--- src/rtl/control_sequencer_if.sv ---
// Control bus between the hardwired sequencer and the Datapath.
// Ports (as seen from the sequencer, modport master):
//   opcode, CON_FF                 in   IR[31:27] and branch-condition flag
//   PCout .. LOout                 out  bus driver selects (at most one high)
//   MAR_enable .. CON_enable       out  register load enables
//   MDR_read[2:0]                  out  MDR mux select (0 = bus, 1 = RAM)
//   Gra, Grb, Grc                  out  IR register-field selects
//   IncPC, RAM_write               out  PC-increment ALU mode, memory write strobe
//   run                            out  high while executing instructions
interface control_sequencer_if;
    logic [4:0] opcode;
    logic       CON_FF;

    logic PCout, ZLowout, ZHighout, MDRout, Rout, BAout, Cout, InPortout, HIout, LOout;
    logic MAR_enable, MDR_enable, IR_enable, Y_enable, Z_enable, PC_enable;
    logic R_enable, HI_enable, LO_enable, InPort_enable, OutPort_enable, CON_enable;
    logic [2:0] MDR_read;
    logic Gra, Grb, Grc;
    logic IncPC, RAM_write;
    logic run;

    modport master (
        input  opcode, CON_FF,
        output PCout, ZLowout, ZHighout, MDRout, Rout, BAout, Cout, InPortout, HIout, LOout,
        output MAR_enable, MDR_enable, IR_enable, Y_enable, Z_enable, PC_enable,
        output R_enable, HI_enable, LO_enable, InPort_enable, OutPort_enable, CON_enable,
        output MDR_read, Gra, Grb, Grc, IncPC, RAM_write, run
    );

    modport slave (
        output opcode, CON_FF,
        input  PCout, ZLowout, ZHighout, MDRout, Rout, BAout, Cout, InPortout, HIout, LOout,
        input  MAR_enable, MDR_enable, IR_enable, Y_enable, Z_enable, PC_enable,
        input  R_enable, HI_enable, LO_enable, InPort_enable, OutPort_enable, CON_enable,
        input  MDR_read, Gra, Grb, Grc, IncPC, RAM_write, run
    );
endinterface

--- src/rtl/control_sequencer.sv ---
// Hardwired Moore control unit for the Datapath.
// Steps through a three-step fetch (T0..T2) and an opcode-dependent execute
// sequence (T3..T7), then returns to T0. The halt opcode parks the unit in
// HALT until clr.
// Ports:
//   clk    in  system clock, rising edge
//   clr    in  asynchronous active-high reset
//   ctrl   control_sequencer_if.master: opcode/CON_FF in, all control lines out
module control_sequencer #(
    parameter int NUM_STEPS = 8
) (
    input  logic clk,
    input  logic clr,
    control_sequencer_if.master ctrl
);
    localparam int STEP_W = $clog2(NUM_STEPS);

    localparam logic [4:0] OP_LD   = 5'd0;
    localparam logic [4:0] OP_LDI  = 5'd1;
    localparam logic [4:0] OP_ST   = 5'd2;
    localparam logic [4:0] OP_BR   = 5'd18;
    localparam logic [4:0] OP_JR   = 5'd19;
    localparam logic [4:0] OP_IN   = 5'd21;
    localparam logic [4:0] OP_OUT  = 5'd22;
    localparam logic [4:0] OP_MFHI = 5'd23;
    localparam logic [4:0] OP_MFLO = 5'd24;
    localparam logic [4:0] OP_HALT = 5'd26;

    typedef enum logic [1:0] {MODE_RESET, MODE_RUN, MODE_HALT} mode_t;

    mode_t             mode;
    logic [STEP_W-1:0] step;
    logic [STEP_W-1:0] last_step;

    logic is_rtype, is_imm, is_mem, is_muldiv, is_negnot, is_branch;

    assign is_rtype  = (ctrl.opcode >= 5'd3) && (ctrl.opcode <= 5'd10);
    assign is_imm    = (ctrl.opcode == OP_LDI) || ((ctrl.opcode >= 5'd11) && (ctrl.opcode <= 5'd13));
    assign is_mem    = (ctrl.opcode == OP_LD) || (ctrl.opcode == OP_ST);
    assign is_muldiv = (ctrl.opcode == 5'd14) || (ctrl.opcode == 5'd15);
    assign is_negnot = (ctrl.opcode == 5'd16) || (ctrl.opcode == 5'd17);
    assign is_branch = (ctrl.opcode == OP_BR);

    // Final T-step of the current opcode; steps after it are skipped.
    // Opcodes without an execute phase (nop, jal, undefined) end at T2.
    always_comb begin
        last_step = STEP_W'(2);
        if (is_rtype || is_imm)
            last_step = STEP_W'(5);
        else if (is_mem)
            last_step = STEP_W'(7);
        else if (is_muldiv || is_branch)
            last_step = STEP_W'(6);
        else if (is_negnot)
            last_step = STEP_W'(4);
        else if ((ctrl.opcode == OP_JR) || (ctrl.opcode == OP_IN) || (ctrl.opcode == OP_OUT) ||
                 (ctrl.opcode == OP_MFHI) || (ctrl.opcode == OP_MFLO))
            last_step = STEP_W'(3);
    end

    // Sequencer state. Halt is decided on leaving T2, once the new
    // instruction's opcode is presented; HALT is only left through clr.
    always_ff @(posedge clk or posedge clr) begin
        if (clr) begin
            mode <= MODE_RESET;
            step <= '0;
        end else begin
            case (mode)
                MODE_RESET: begin
                    mode <= MODE_RUN;
                    step <= '0;
                end
                MODE_RUN: begin
                    if ((step == STEP_W'(2)) && (ctrl.opcode == OP_HALT)) begin
                        mode <= MODE_HALT;
                        step <= '0;
                    end else if (step == last_step) begin
                        step <= '0;
                    end else begin
                        step <= step + STEP_W'(1);
                    end
                end
                MODE_HALT: begin
                    mode <= MODE_HALT;
                end
                default: begin
                    mode <= MODE_RESET;
                    step <= '0;
                end
            endcase
        end
    end

    // Output decode from the registered state (plus opcode, and CON_FF in
    // the branch T6 step). Everything defaults low so RESET and HALT drive
    // nothing, and clr drops any strobe without waiting for a clock edge.
    always_comb begin
        ctrl.PCout = 1'b0;  ctrl.ZLowout = 1'b0;  ctrl.ZHighout = 1'b0;  ctrl.MDRout = 1'b0;
        ctrl.Rout = 1'b0;   ctrl.BAout = 1'b0;    ctrl.Cout = 1'b0;      ctrl.InPortout = 1'b0;
        ctrl.HIout = 1'b0;  ctrl.LOout = 1'b0;
        ctrl.MAR_enable = 1'b0;  ctrl.MDR_enable = 1'b0;  ctrl.IR_enable = 1'b0;
        ctrl.Y_enable = 1'b0;    ctrl.Z_enable = 1'b0;    ctrl.PC_enable = 1'b0;
        ctrl.R_enable = 1'b0;    ctrl.HI_enable = 1'b0;   ctrl.LO_enable = 1'b0;
        ctrl.InPort_enable = 1'b0;  ctrl.OutPort_enable = 1'b0;  ctrl.CON_enable = 1'b0;
        ctrl.MDR_read = 3'd0;
        ctrl.Gra = 1'b0;  ctrl.Grb = 1'b0;  ctrl.Grc = 1'b0;
        ctrl.IncPC = 1'b0;  ctrl.RAM_write = 1'b0;
        ctrl.run = (mode == MODE_RUN);

        if (mode == MODE_RUN) begin
            case (step)
                STEP_W'(0): begin
                    ctrl.PCout = 1'b1; ctrl.MAR_enable = 1'b1; ctrl.IncPC = 1'b1; ctrl.Z_enable = 1'b1;
                end
                STEP_W'(1): begin
                    ctrl.ZLowout = 1'b1; ctrl.PC_enable = 1'b1; ctrl.MDR_enable = 1'b1; ctrl.MDR_read = 3'd1;
                end
                STEP_W'(2): begin
                    ctrl.MDRout = 1'b1; ctrl.IR_enable = 1'b1;
                end
                STEP_W'(3): begin
                    if (is_rtype) begin
                        ctrl.Grb = 1'b1; ctrl.Rout = 1'b1; ctrl.Y_enable = 1'b1;
                    end else if (is_imm) begin
                        ctrl.Grb = 1'b1; ctrl.Y_enable = 1'b1;
                        if (ctrl.opcode == OP_LDI) ctrl.BAout = 1'b1;
                        else ctrl.Rout = 1'b1;
                    end else if (is_mem) begin
                        ctrl.Grb = 1'b1; ctrl.BAout = 1'b1; ctrl.Y_enable = 1'b1;
                    end else if (is_muldiv) begin
                        ctrl.Gra = 1'b1; ctrl.Rout = 1'b1; ctrl.Y_enable = 1'b1;
                    end else if (is_negnot) begin
                        ctrl.Grb = 1'b1; ctrl.Rout = 1'b1; ctrl.Z_enable = 1'b1;
                    end else if (is_branch) begin
                        ctrl.Gra = 1'b1; ctrl.Rout = 1'b1; ctrl.CON_enable = 1'b1;
                    end else if (ctrl.opcode == OP_JR) begin
                        ctrl.Gra = 1'b1; ctrl.Rout = 1'b1; ctrl.PC_enable = 1'b1;
                    end else if (ctrl.opcode == OP_IN) begin
                        ctrl.InPortout = 1'b1; ctrl.Gra = 1'b1; ctrl.R_enable = 1'b1;
                    end else if (ctrl.opcode == OP_OUT) begin
                        ctrl.Gra = 1'b1; ctrl.Rout = 1'b1; ctrl.OutPort_enable = 1'b1;
                    end else if (ctrl.opcode == OP_MFHI) begin
                        ctrl.HIout = 1'b1; ctrl.Gra = 1'b1; ctrl.R_enable = 1'b1;
                    end else if (ctrl.opcode == OP_MFLO) begin
                        ctrl.LOout = 1'b1; ctrl.Gra = 1'b1; ctrl.R_enable = 1'b1;
                    end
                end
                STEP_W'(4): begin
                    if (is_rtype) begin
                        ctrl.Grc = 1'b1; ctrl.Rout = 1'b1; ctrl.Z_enable = 1'b1;
                    end else if (is_imm || is_mem) begin
                        ctrl.Cout = 1'b1; ctrl.Z_enable = 1'b1;
                    end else if (is_muldiv) begin
                        ctrl.Grb = 1'b1; ctrl.Rout = 1'b1; ctrl.Z_enable = 1'b1;
                    end else if (is_negnot) begin
                        ctrl.ZLowout = 1'b1; ctrl.Gra = 1'b1; ctrl.R_enable = 1'b1;
                    end else if (is_branch) begin
                        ctrl.PCout = 1'b1; ctrl.Y_enable = 1'b1;
                    end
                end
                STEP_W'(5): begin
                    if (is_rtype || is_imm) begin
                        ctrl.ZLowout = 1'b1; ctrl.Gra = 1'b1; ctrl.R_enable = 1'b1;
                    end else if (is_mem) begin
                        ctrl.ZLowout = 1'b1; ctrl.MAR_enable = 1'b1;
                    end else if (is_muldiv) begin
                        ctrl.ZLowout = 1'b1; ctrl.LO_enable = 1'b1;
                    end else if (is_branch) begin
                        ctrl.Cout = 1'b1; ctrl.Z_enable = 1'b1;
                    end
                end
                STEP_W'(6): begin
                    if (ctrl.opcode == OP_LD) begin
                        ctrl.MDR_enable = 1'b1; ctrl.MDR_read = 3'd1;
                    end else if (ctrl.opcode == OP_ST) begin
                        ctrl.Gra = 1'b1; ctrl.Rout = 1'b1; ctrl.MDR_enable = 1'b1;
                    end else if (is_muldiv) begin
                        ctrl.ZHighout = 1'b1; ctrl.HI_enable = 1'b1;
                    end else if (is_branch && ctrl.CON_FF) begin
                        ctrl.ZLowout = 1'b1; ctrl.PC_enable = 1'b1;
                    end
                end
                default: begin
                    if (ctrl.opcode == OP_LD) begin
                        ctrl.MDRout = 1'b1; ctrl.Gra = 1'b1; ctrl.R_enable = 1'b1;
                    end else if (ctrl.opcode == OP_ST) begin
                        ctrl.RAM_write = 1'b1;
                    end
                end
            endcase
        end
    end
endmodule

--- src/flat_wrapper.sv ---
// flat-port wrapper written by rule: the top's interface ports become plain ports
module control_sequencer_flat 
#(
    parameter int NUM_STEPS = 8
)
  (clk, clr, ctrl_opcode, ctrl_CON_FF, ctrl_PCout, ctrl_ZLowout, ctrl_ZHighout, ctrl_MDRout, ctrl_Rout, ctrl_BAout, ctrl_Cout, ctrl_InPortout, ctrl_HIout, ctrl_LOout, ctrl_MAR_enable, ctrl_MDR_enable, ctrl_IR_enable, ctrl_Y_enable, ctrl_Z_enable, ctrl_PC_enable, ctrl_R_enable, ctrl_HI_enable, ctrl_LO_enable, ctrl_InPort_enable, ctrl_OutPort_enable, ctrl_CON_enable, ctrl_MDR_read, ctrl_Gra, ctrl_Grb, ctrl_Grc, ctrl_IncPC, ctrl_RAM_write, ctrl_run);
  control_sequencer_if ctrl_i ();
  input  logic clk;
  input  logic clr;
  input wire logic [$bits(ctrl_i.opcode)-1:0] ctrl_opcode;
  input wire logic [$bits(ctrl_i.CON_FF)-1:0] ctrl_CON_FF;
  output wire logic [$bits(ctrl_i.PCout)-1:0] ctrl_PCout;
  output wire logic [$bits(ctrl_i.ZLowout)-1:0] ctrl_ZLowout;
  output wire logic [$bits(ctrl_i.ZHighout)-1:0] ctrl_ZHighout;
  output wire logic [$bits(ctrl_i.MDRout)-1:0] ctrl_MDRout;
  output wire logic [$bits(ctrl_i.Rout)-1:0] ctrl_Rout;
  output wire logic [$bits(ctrl_i.BAout)-1:0] ctrl_BAout;
  output wire logic [$bits(ctrl_i.Cout)-1:0] ctrl_Cout;
  output wire logic [$bits(ctrl_i.InPortout)-1:0] ctrl_InPortout;
  output wire logic [$bits(ctrl_i.HIout)-1:0] ctrl_HIout;
  output wire logic [$bits(ctrl_i.LOout)-1:0] ctrl_LOout;
  output wire logic [$bits(ctrl_i.MAR_enable)-1:0] ctrl_MAR_enable;
  output wire logic [$bits(ctrl_i.MDR_enable)-1:0] ctrl_MDR_enable;
  output wire logic [$bits(ctrl_i.IR_enable)-1:0] ctrl_IR_enable;
  output wire logic [$bits(ctrl_i.Y_enable)-1:0] ctrl_Y_enable;
  output wire logic [$bits(ctrl_i.Z_enable)-1:0] ctrl_Z_enable;
  output wire logic [$bits(ctrl_i.PC_enable)-1:0] ctrl_PC_enable;
  output wire logic [$bits(ctrl_i.R_enable)-1:0] ctrl_R_enable;
  output wire logic [$bits(ctrl_i.HI_enable)-1:0] ctrl_HI_enable;
  output wire logic [$bits(ctrl_i.LO_enable)-1:0] ctrl_LO_enable;
  output wire logic [$bits(ctrl_i.InPort_enable)-1:0] ctrl_InPort_enable;
  output wire logic [$bits(ctrl_i.OutPort_enable)-1:0] ctrl_OutPort_enable;
  output wire logic [$bits(ctrl_i.CON_enable)-1:0] ctrl_CON_enable;
  output wire logic [$bits(ctrl_i.MDR_read)-1:0] ctrl_MDR_read;
  output wire logic [$bits(ctrl_i.Gra)-1:0] ctrl_Gra;
  output wire logic [$bits(ctrl_i.Grb)-1:0] ctrl_Grb;
  output wire logic [$bits(ctrl_i.Grc)-1:0] ctrl_Grc;
  output wire logic [$bits(ctrl_i.IncPC)-1:0] ctrl_IncPC;
  output wire logic [$bits(ctrl_i.RAM_write)-1:0] ctrl_RAM_write;
  output wire logic [$bits(ctrl_i.run)-1:0] ctrl_run;
  assign ctrl_i.opcode = ctrl_opcode;
  assign ctrl_i.CON_FF = ctrl_CON_FF;
  assign ctrl_PCout = ctrl_i.PCout;
  assign ctrl_ZLowout = ctrl_i.ZLowout;
  assign ctrl_ZHighout = ctrl_i.ZHighout;
  assign ctrl_MDRout = ctrl_i.MDRout;
  assign ctrl_Rout = ctrl_i.Rout;
  assign ctrl_BAout = ctrl_i.BAout;
  assign ctrl_Cout = ctrl_i.Cout;
  assign ctrl_InPortout = ctrl_i.InPortout;
  assign ctrl_HIout = ctrl_i.HIout;
  assign ctrl_LOout = ctrl_i.LOout;
  assign ctrl_MAR_enable = ctrl_i.MAR_enable;
  assign ctrl_MDR_enable = ctrl_i.MDR_enable;
  assign ctrl_IR_enable = ctrl_i.IR_enable;
  assign ctrl_Y_enable = ctrl_i.Y_enable;
  assign ctrl_Z_enable = ctrl_i.Z_enable;
  assign ctrl_PC_enable = ctrl_i.PC_enable;
  assign ctrl_R_enable = ctrl_i.R_enable;
  assign ctrl_HI_enable = ctrl_i.HI_enable;
  assign ctrl_LO_enable = ctrl_i.LO_enable;
  assign ctrl_InPort_enable = ctrl_i.InPort_enable;
  assign ctrl_OutPort_enable = ctrl_i.OutPort_enable;
  assign ctrl_CON_enable = ctrl_i.CON_enable;
  assign ctrl_MDR_read = ctrl_i.MDR_read;
  assign ctrl_Gra = ctrl_i.Gra;
  assign ctrl_Grb = ctrl_i.Grb;
  assign ctrl_Grc = ctrl_i.Grc;
  assign ctrl_IncPC = ctrl_i.IncPC;
  assign ctrl_RAM_write = ctrl_i.RAM_write;
  assign ctrl_run = ctrl_i.run;
  control_sequencer #(.NUM_STEPS(NUM_STEPS)) u_core (.clk(clk), .clr(clr), .ctrl(ctrl_i));
endmodule
--- config.mk ---
export PLATFORM = sky130hd
export DESIGN_NAME = control_sequencer_flat
export DESIGN_NICKNAME = d
export VERILOG_FILES = /design/src/rtl/control_sequencer_if.sv /design/src/rtl/control_sequencer.sv /design/src/flat_wrapper.sv
export SDC_FILE = /design/constraint.sdc
export NUM_CORES = 1
export LEC_CHECK = 0
export ABC_AREA = 1
export CORE_AREA = 4 4 53 55
export CTS_CLUSTER_DIAMETER = 120
export DETAILED_ROUTE_END_ITERATION = 10
export DIE_AREA = 0 0 57 59
export PLACE_DENSITY_LB_ADDON = 0.12
export SETUP_SLACK_MARGIN = 0.1
export SLEW_MARGIN = 15
export SYNTH_ARGS = -nofsm -noshare
export SYNTH_HDL_FRONTEND = slang
export SYNTH_SLANG_ARGS = --single-unit
--- constraint.sdc ---
create_clock -name clk -period 5.6 [get_ports clk]
set_input_delay 1.12 -clock clk [delete_from_list [all_inputs] [get_ports clk]]
set_output_delay 1.12 -clock clk [all_outputs]
set_load 0.02 [all_outputs]
==> metrics.json <==
{
  "run_status": {
    "run_status": "complete, no violations"
  },
  "power": {
    "total_power_uw": 391,
    "combPwrFrac_pct": 72.4,
    "power.net_switching_uw": 210,
    "irDropWorstVdd_v": 0.000316,
    "power.switching_fraction_pct": 53.6,
    "intPower_uw": 181,
    "power_leakage_uw": 0.000712,
    "power_share_of_the_sequential_group_pct": 17.0,
    "p_clk_share_pct": 10.6,
    "p_per_area_nw_per_um2": 265
  },
  "layout": {
    "area_delta_synth_final_pct": 32.5,
    "final.fill_count": 264,
    "total_number_of_nets_in_the_final_design": 253,
    "final_layout_size_suffix_gt1_share_pct": 8.90,
    "final_util_pct": 61.7,
    "antenna_cells_inserted": 0
  },
  "global_route": {
    "initial_antenna_violation_count": 0,
    "grtUsageTotal_pct": 20.6,
    "grt_use_met1_pct": 24.5,
    "vias_in_the_first_global_route": 1339,
    "grt_max_degree": 18,
    "remaining_overflow_grt": 0,
    "busiest_layer": "met2",
    "groute.layer.met3.usage_pct": 1.09,
    "grt.met2_usage_pct": 37.8,
    "global_route_wire_length_before_repair_mm": 5.56
  },
  "cts": {
    "ctsRootBufferMaster": "sky130_fd_sc_hd__clkbuf_4",
    "htree_levels": 1,
    "ctsResizeCount": 0,
    "post_cts.repair.setup_buffers": 0,
    "post_cts_hold_buffers": 0,
    "tritoncts": "yes",
    "clock_sinks": 5,
    "clk_pin_slew_ns": 0.04,
    "cts-buffers-inserted": 3,
    "clock_insertion_delay_worst_skew_ns": 0.24,
    "cts-root-to-sink-buffers": 2
  },
  "drt": {
    "drt-wirelength-per-cell_um": 13.3,
    "drt.antenna.violating_nets": 0,
    "firstDrtPassIters": 4,
    "dr_total_vias": 1408,
    "wl_mm": 3.53,
    "drcViolationCount": 0,
    "vias_per_cell": 5.29,
    "initialDrtViolationCount": 50
  },
  "critical_path": {
    "worstPathArrival_ns": 3.45,
    "data_required_time_of_the_worst_path_ns": 4.48,
    "worst_path_fanout_max": 7,
    "worstSetupStartpointType": "primary input",
    "criticalPathCategory": "primary input to output port",
    "crit_path_max_incr_delay_ns": 0.63,
    "critical_path_cell_by_cell": "clkdlybuf4s50_1, nor2_2, nand2_1, nor2_1, inv_1, nor2_1, a21oi_1, nor3_1, clkdlybuf4s50_1",
    "critical-path-slowest-cell": "sky130_fd_sc_hd__clkdlybuf4s50_1",
    "worstSetupEndpointType": "output port"
  },
  "sta": {
    "clock_skew_ns": 0.000971,
    "max_freq_ghz": 0.219,
    "final-hold-violation-count": 0,
    "post-route-period-util_pct": 81.6,
    "setup_viol_count_final": 0,
    "shortest_period_the_worst_path_allows_ns": 4.57,
    "timing_max_transition_violations_final": 0,
    "rsz0062_at_grt": "no",
    "setup_total_negative_slack_ns": 0
  },
  "synthesis": {
    "postSynth.asyncResetShare_pct": 100,
    "netlist_instances": 203,
    "synth.cells.most_frequent": "sky130_fd_sc_hd__nand2_1, sky130_fd_sc_hd__nor2_1, sky130_fd_sc_hd__inv_1, sky130_fd_sc_hd__nand3_1, sky130_fd_sc_hd__a21oi_1",
    "synthTopCellsByArea": "sky130_fd_sc_hd__nand2_1, sky130_fd_sc_hd__dfrtp_1, sky130_fd_sc_hd__nor2_1",
    "synth_edf_count": 0,
    "synth.largest_area_cell": "sky130_fd_sc_hd__nand2_1",
    "post_synth.cell_area_avg_um2": 5.48,
    "synth-main-ff-cell": "sky130_fd_sc_hd__dfrtp_1",
    "yosysWarnings": 0,
    "synth_seq_cells": 5,
    "syn_area_um2": 1110,
    "synth_sequential_area_ratio_pct": 11.2,
    "synth_cell_type_count": 30,
    "synth_most_common_cell": "sky130_fd_sc_hd__nand2_1",
    "netlist.area_leader.share_pct": 15.9
  },
  "die": {
    "core_area_um2": 2390,
    "initial_core_util_pct": 46.6,
    "number_of_top_level_design_ports": 39,
    "core.rowCount": 18,
    "die_height_um": 59,
    "die_width_um": 57,
    "fp.dieArea_um2": 3360
  },
  "placed_design": {
    "detailedPlacementHpwl_mm": 2.92,
    "place.gp.congestion": 0.913,
    "io_buffer_count": 35
  },
  "worst_hold_path": {
    "class_of_the_most_critical_hold_timing_path": "flip-flop to flip-flop"
  },
  "flow_run": {
    "drv_cap": 0
  }
}
## final timing paths
path,start,endpoint,slack (ns),cells past startpoint
max,ctrl_opcode[2],ctrl_Cout,1.03,9
min,u_core.mode[1]$_DFFE_PP0P_,u_core.mode[1]$_DFFE_PP0P_,0.61,2
max reg2reg,u_core.mode[1]$_DFFE_PP0P_,u_core.step[2]$_DFFE_PP0P_,3.75,9
min reg2reg,u_core.mode[1]$_DFFE_PP0P_,u_core.mode[1]$_DFFE_PP0P_,0.61,2
max in group asynchronous,clr,u_core.step[1]$_DFFE_PP0P_,4.34,2
min in group asynchronous,clr,u_core.step[2]$_DFFE_PP0P_,1.08,2
## flip-flops by register name, summed over array words and instances (netlist names)
name / flops
u_core.step: 3
u_core.mode: 2
## power groups by stage
stage / registers (µW) / clock network (µW) / logic (µW)
3_5_place_dp: 66.7 / 0 / 280
3_3_place_gp: 65.8 / 0 / 279
6_report: 66.5 / 41.6 / 283
2_1_floorplan: 61.5 / 0 / 190
5_1_grt: 69.1 / 44.7 / 312
4_1_cts: 66.2 / 43.8 / 281
## kinds of logic after synthesis
group           count (synthesis)  share of synthesized area, %
fa+ha+maj                       8                          9.00
xor+xnor                        1                         0.788
compound gates                 30                          16.0
simple gates                  116                          45.8
other cells                     1                         0.337
flops                           5                          11.2
buf+inv                        42                          16.9
## stage by stage
| stage | hold slack [ns] | area [µm²] | worst slack, ns | instances |
|---|---|---|---|---|
| final | 0.610 | 1470 | 1.03 | 266 |
| after global routing | 0.664 | 1470 | 0.854 | 266 |
| after CTS | 0.607 | 1470 | 1.07 | 266 |
| after detailed placement | 0.598 | 1450 | 1.07 | 262 |
| after global placement | 0.583 | 1450 | 1.04 | 262 |
| after floorplan | 0.552 | 1120 | 2.15 | 205 |
## cell usage in the layout, fill, tap and decap left out
master and count:
sky130_fd_sc_hd__clkbuf_4 3, sky130_fd_sc_hd__inv_1 25, sky130_fd_sc_hd__dfrtp_1 5, sky130_fd_sc_hd__xor2_1 1, sky130_fd_sc_hd__o211ai_1 1, sky130_fd_sc_hd__or2_1 1
sky130_fd_sc_hd__a211oi_1 2, sky130_fd_sc_hd__o32ai_1 1, sky130_fd_sc_hd__nand2_1 47, sky130_fd_sc_hd__o21a_1 1, sky130_fd_sc_hd__nand3_1 17, sky130_fd_sc_hd__nand3_2 3
sky130_fd_sc_hd__nand4_1 3, sky130_fd_sc_hd__inv_2 9, sky130_fd_sc_hd__clkdlybuf4s50_1 35, sky130_fd_sc_hd__clkbuf_1 1, sky130_fd_sc_hd__nor3_1 7, sky130_fd_sc_hd__a31oi_1 3
sky130_fd_sc_hd__a21boi_1 1, sky130_fd_sc_hd__ha_1 8, sky130_fd_sc_hd__a21oi_1 10, sky130_fd_sc_hd__o21ai_0 6, sky130_fd_sc_hd__o21ai_2 1, sky130_fd_sc_hd__nor2_2 3
sky130_fd_sc_hd__conb_1 3, sky130_fd_sc_hd__nor4_1 2, sky130_fd_sc_hd__o21ai_1 3, sky130_fd_sc_hd__a21oi_2 1, sky130_fd_sc_hd__nand2_2 1, sky130_fd_sc_hd__nor2_1 32
## per-layer routing
layer	routed length, µm	part of all wire [%]
met1	1480	42
met2	1700	48
met3	272	7.7
met4	78	2.2
met5	0	0
## worst max-delay path, delay by kind of cell
kind	cells	cell delay, ns
buf+inv	3	1.32
simple gates	5	0.94
compound gates	1	0.05
## area by class of cell
class | count | area, µm² | share of cell area, %
sequential | 5 | 125 | 8.49
multi-input combinational | 158 | 807 | 54.8
timing repair buffer | 35 | 350 | 23.8
clock buffer | 4 | 26.3 | 1.78
inverter | 34 | 128 | 8.66
tap | 30 | 37.5 | 2.55
(Power assumes the default switching activity.)
==> variant 1, RTL diff (same settings) <==
`NUM_STEPS` is set to 8 in 2 places; all go to 16.
--- a/src/rtl/control_sequencer.sv
+++ b/src/rtl/control_sequencer.sv
@@ -9,3 +9,3 @@
 module control_sequencer #(
-    parameter int NUM_STEPS = 8
+    parameter int NUM_STEPS = 16
 ) (
--- a/src/flat_wrapper.sv
+++ b/src/flat_wrapper.sv
@@ -3,3 +3,3 @@
 #(
-    parameter int NUM_STEPS = 8
+    parameter int NUM_STEPS = 16
 )
Function: changed (a bounded check fails within 10 cycles, from zero or initial values).
==> variant 1 against the original RTL <==
- area after synthesis grew 0.34%
- setup slack got worse by 0.12 ns
- wire length decreased by 8.9%
- final cell count is 2.3% lower
- design area rose by 0.34%
- power is 9.1% higher
- sequential power grew 7.1%
- sequential cell count is 1 higher
- sequential share of layout area rose by 1.7 points
- clock skew is 0.0018 ns higher
==> variant 1: results (changes against the original RTL) <==
[outcome]
status=finished clean

[layout]
nFillCells=258  ; -2.3%
final_nets=247  ; -2.4%
largestRegisters=u_core.step x4, u_core.mode x2

[place]
dpl_worst_slack_ns=0.962  ; -0.111 ns
post-dp-hpwl_um=2700  ; -7.6%
port_buffers=35  ; unchanged
gp_congestion=0.916  ; +0.28%

[synthesis]
yosysTopAreaCell=dfrtp_1
synth_compound_area_frac=0.130  ; -0.0297
synthTopCellsByCount=nand2_1 (37), inv_1 (34), nor2_1 (33)
synth_area_leaders=dfrtp_1 (13%), nand2_1 (12%), inv_1 (11%), nor2_1 (11%), ha_1 (7.8%)
ys_seq_area_frac=0.135  ; +0.0220
synthXorXnorAreaFrac=0.0314  ; +0.0235
yosys.area_share.adder=0.0785  ; -0.0115

[critical_path]
max_stage_delay_ns=0.77  ; +0.14 ns
setup.worst_path.end=ctrl_R_enable
ff2ff_path_depth=7  ; -2
critPathLaunch=ctrl_opcode[4]
r2r_slack_ns=3.91  ; +0.16 ns
cp_slowest_cell=clkdlybuf4s50_1
path_max_fanout=13  ; +6
r2r_end=u_core.mode[1]

[grt]
grt_pass1_wl_um=5150  ; -7.4%
grt_pass1_vias=1242  ; -7.2%
grt_start_max_net_pins=16  ; -2
grt_usage=0.188  ; -0.0178

[timing]
worst_slack_ns=0.909  ; -0.123 ns

[power]
leakagePower_nw=0.686  ; -3.6%
ir_worst_vdd_mv=0.269  ; -15%

[detailed_routing]
drt_wl_total_um=3220  ; -8.9%
drtIter0Drc=43  ; -14%
vias=1347  ; -4.3%

[clock_network]
post_cts_resized=0  ; unchanged
cts_root_buf=clkbuf_4

[worst_hold_path]
hp-start=u_core.mode[0]

-- variant 1: changes by cell type after synthesis, sizes merged, moves of 2 or more --
| cell | unedited run | this run |
|---|---|---|
| inv | 34 | 36 |
| xor2 | 1 | 3 |
| nor4 | 2 | 0 |
| a31oi | 3 | 1 |
| nor2 | 35 | 38 |
| nand2 | 48 | 39 |
| nand4 | 3 | 6 |
-- variant 1: critical path, delay by kind of cell --
family / cells / cell delay [ns]
compound gates: 1 / 0.11
buf+inv: 5 / 1.70
simple gates: 6 / 0.63
-- variant 1: final cells by class --
type	count	area, sq um	share of cell area
timing repair buffer	35	350	0.237
inverter	36	135	0.0914
clock buffer	3	22.5	0.0152
multi-input combinational	150	783	0.530
tap	30	37.5	0.0254
sequential	6	150	0.102
-- variant 1: power by group --
group	switching, mW	total [mW]	internal (mW)	leakage [nW]
registers	0.0139	0.0712	0.0573	0.0790
logic	0.199	0.319	0.120	0.593
clock network	0.0126	0.0367	0.0240	0.0138
-- variant 1: worst min-delay path by stage --
| stage | slack, ns | depth (start not counted) | to |
|---|---|---|---|
| finish | 0.61 | 2 | u_core.mode[0] |
| global route | 0.67 | 2 | u_core.step[1] |
| CTS | 0.62 | 2 | u_core.mode[1] |
| detailed placement | 0.59 | 2 | u_core.step[1] |
| global placement | 0.58 | 2 | u_core.mode[0] |
| floorplan | 0.55 | 2 | u_core.step[1] |
-- variant 1: metrics by stage --
stage	utilization	power (mW)	cells	cell area (sq um)
after floorplan	-	0.285	200	1120
after global placement	0.610	0.379	257	1460
after detailed placement	0.610	0.387	257	1460
after CTS	0.619	0.429	260	1480
after global routing	0.619	0.468	260	1480
final	0.619	0.427	260	1480
-- variant 1: per-layer routing --
layer,track usage,share of wire,up-vias
li1,-,-,693
met1,0.208,0.40,604
met2,0.364,0.54,48
met3,0.0174,0.060,2
met4,0.0795,0.0050,0
met5,0,0,-
-- variant 1: kinds of logic after synthesis --
group | after synthesis
AOI/OAI and AO/OA | 26
xor gates and xnor gates | 4
adders and majority gates | 7
buffers and inverters | 44
DFF | 6
other | 1
and+or+nand+nor | 110
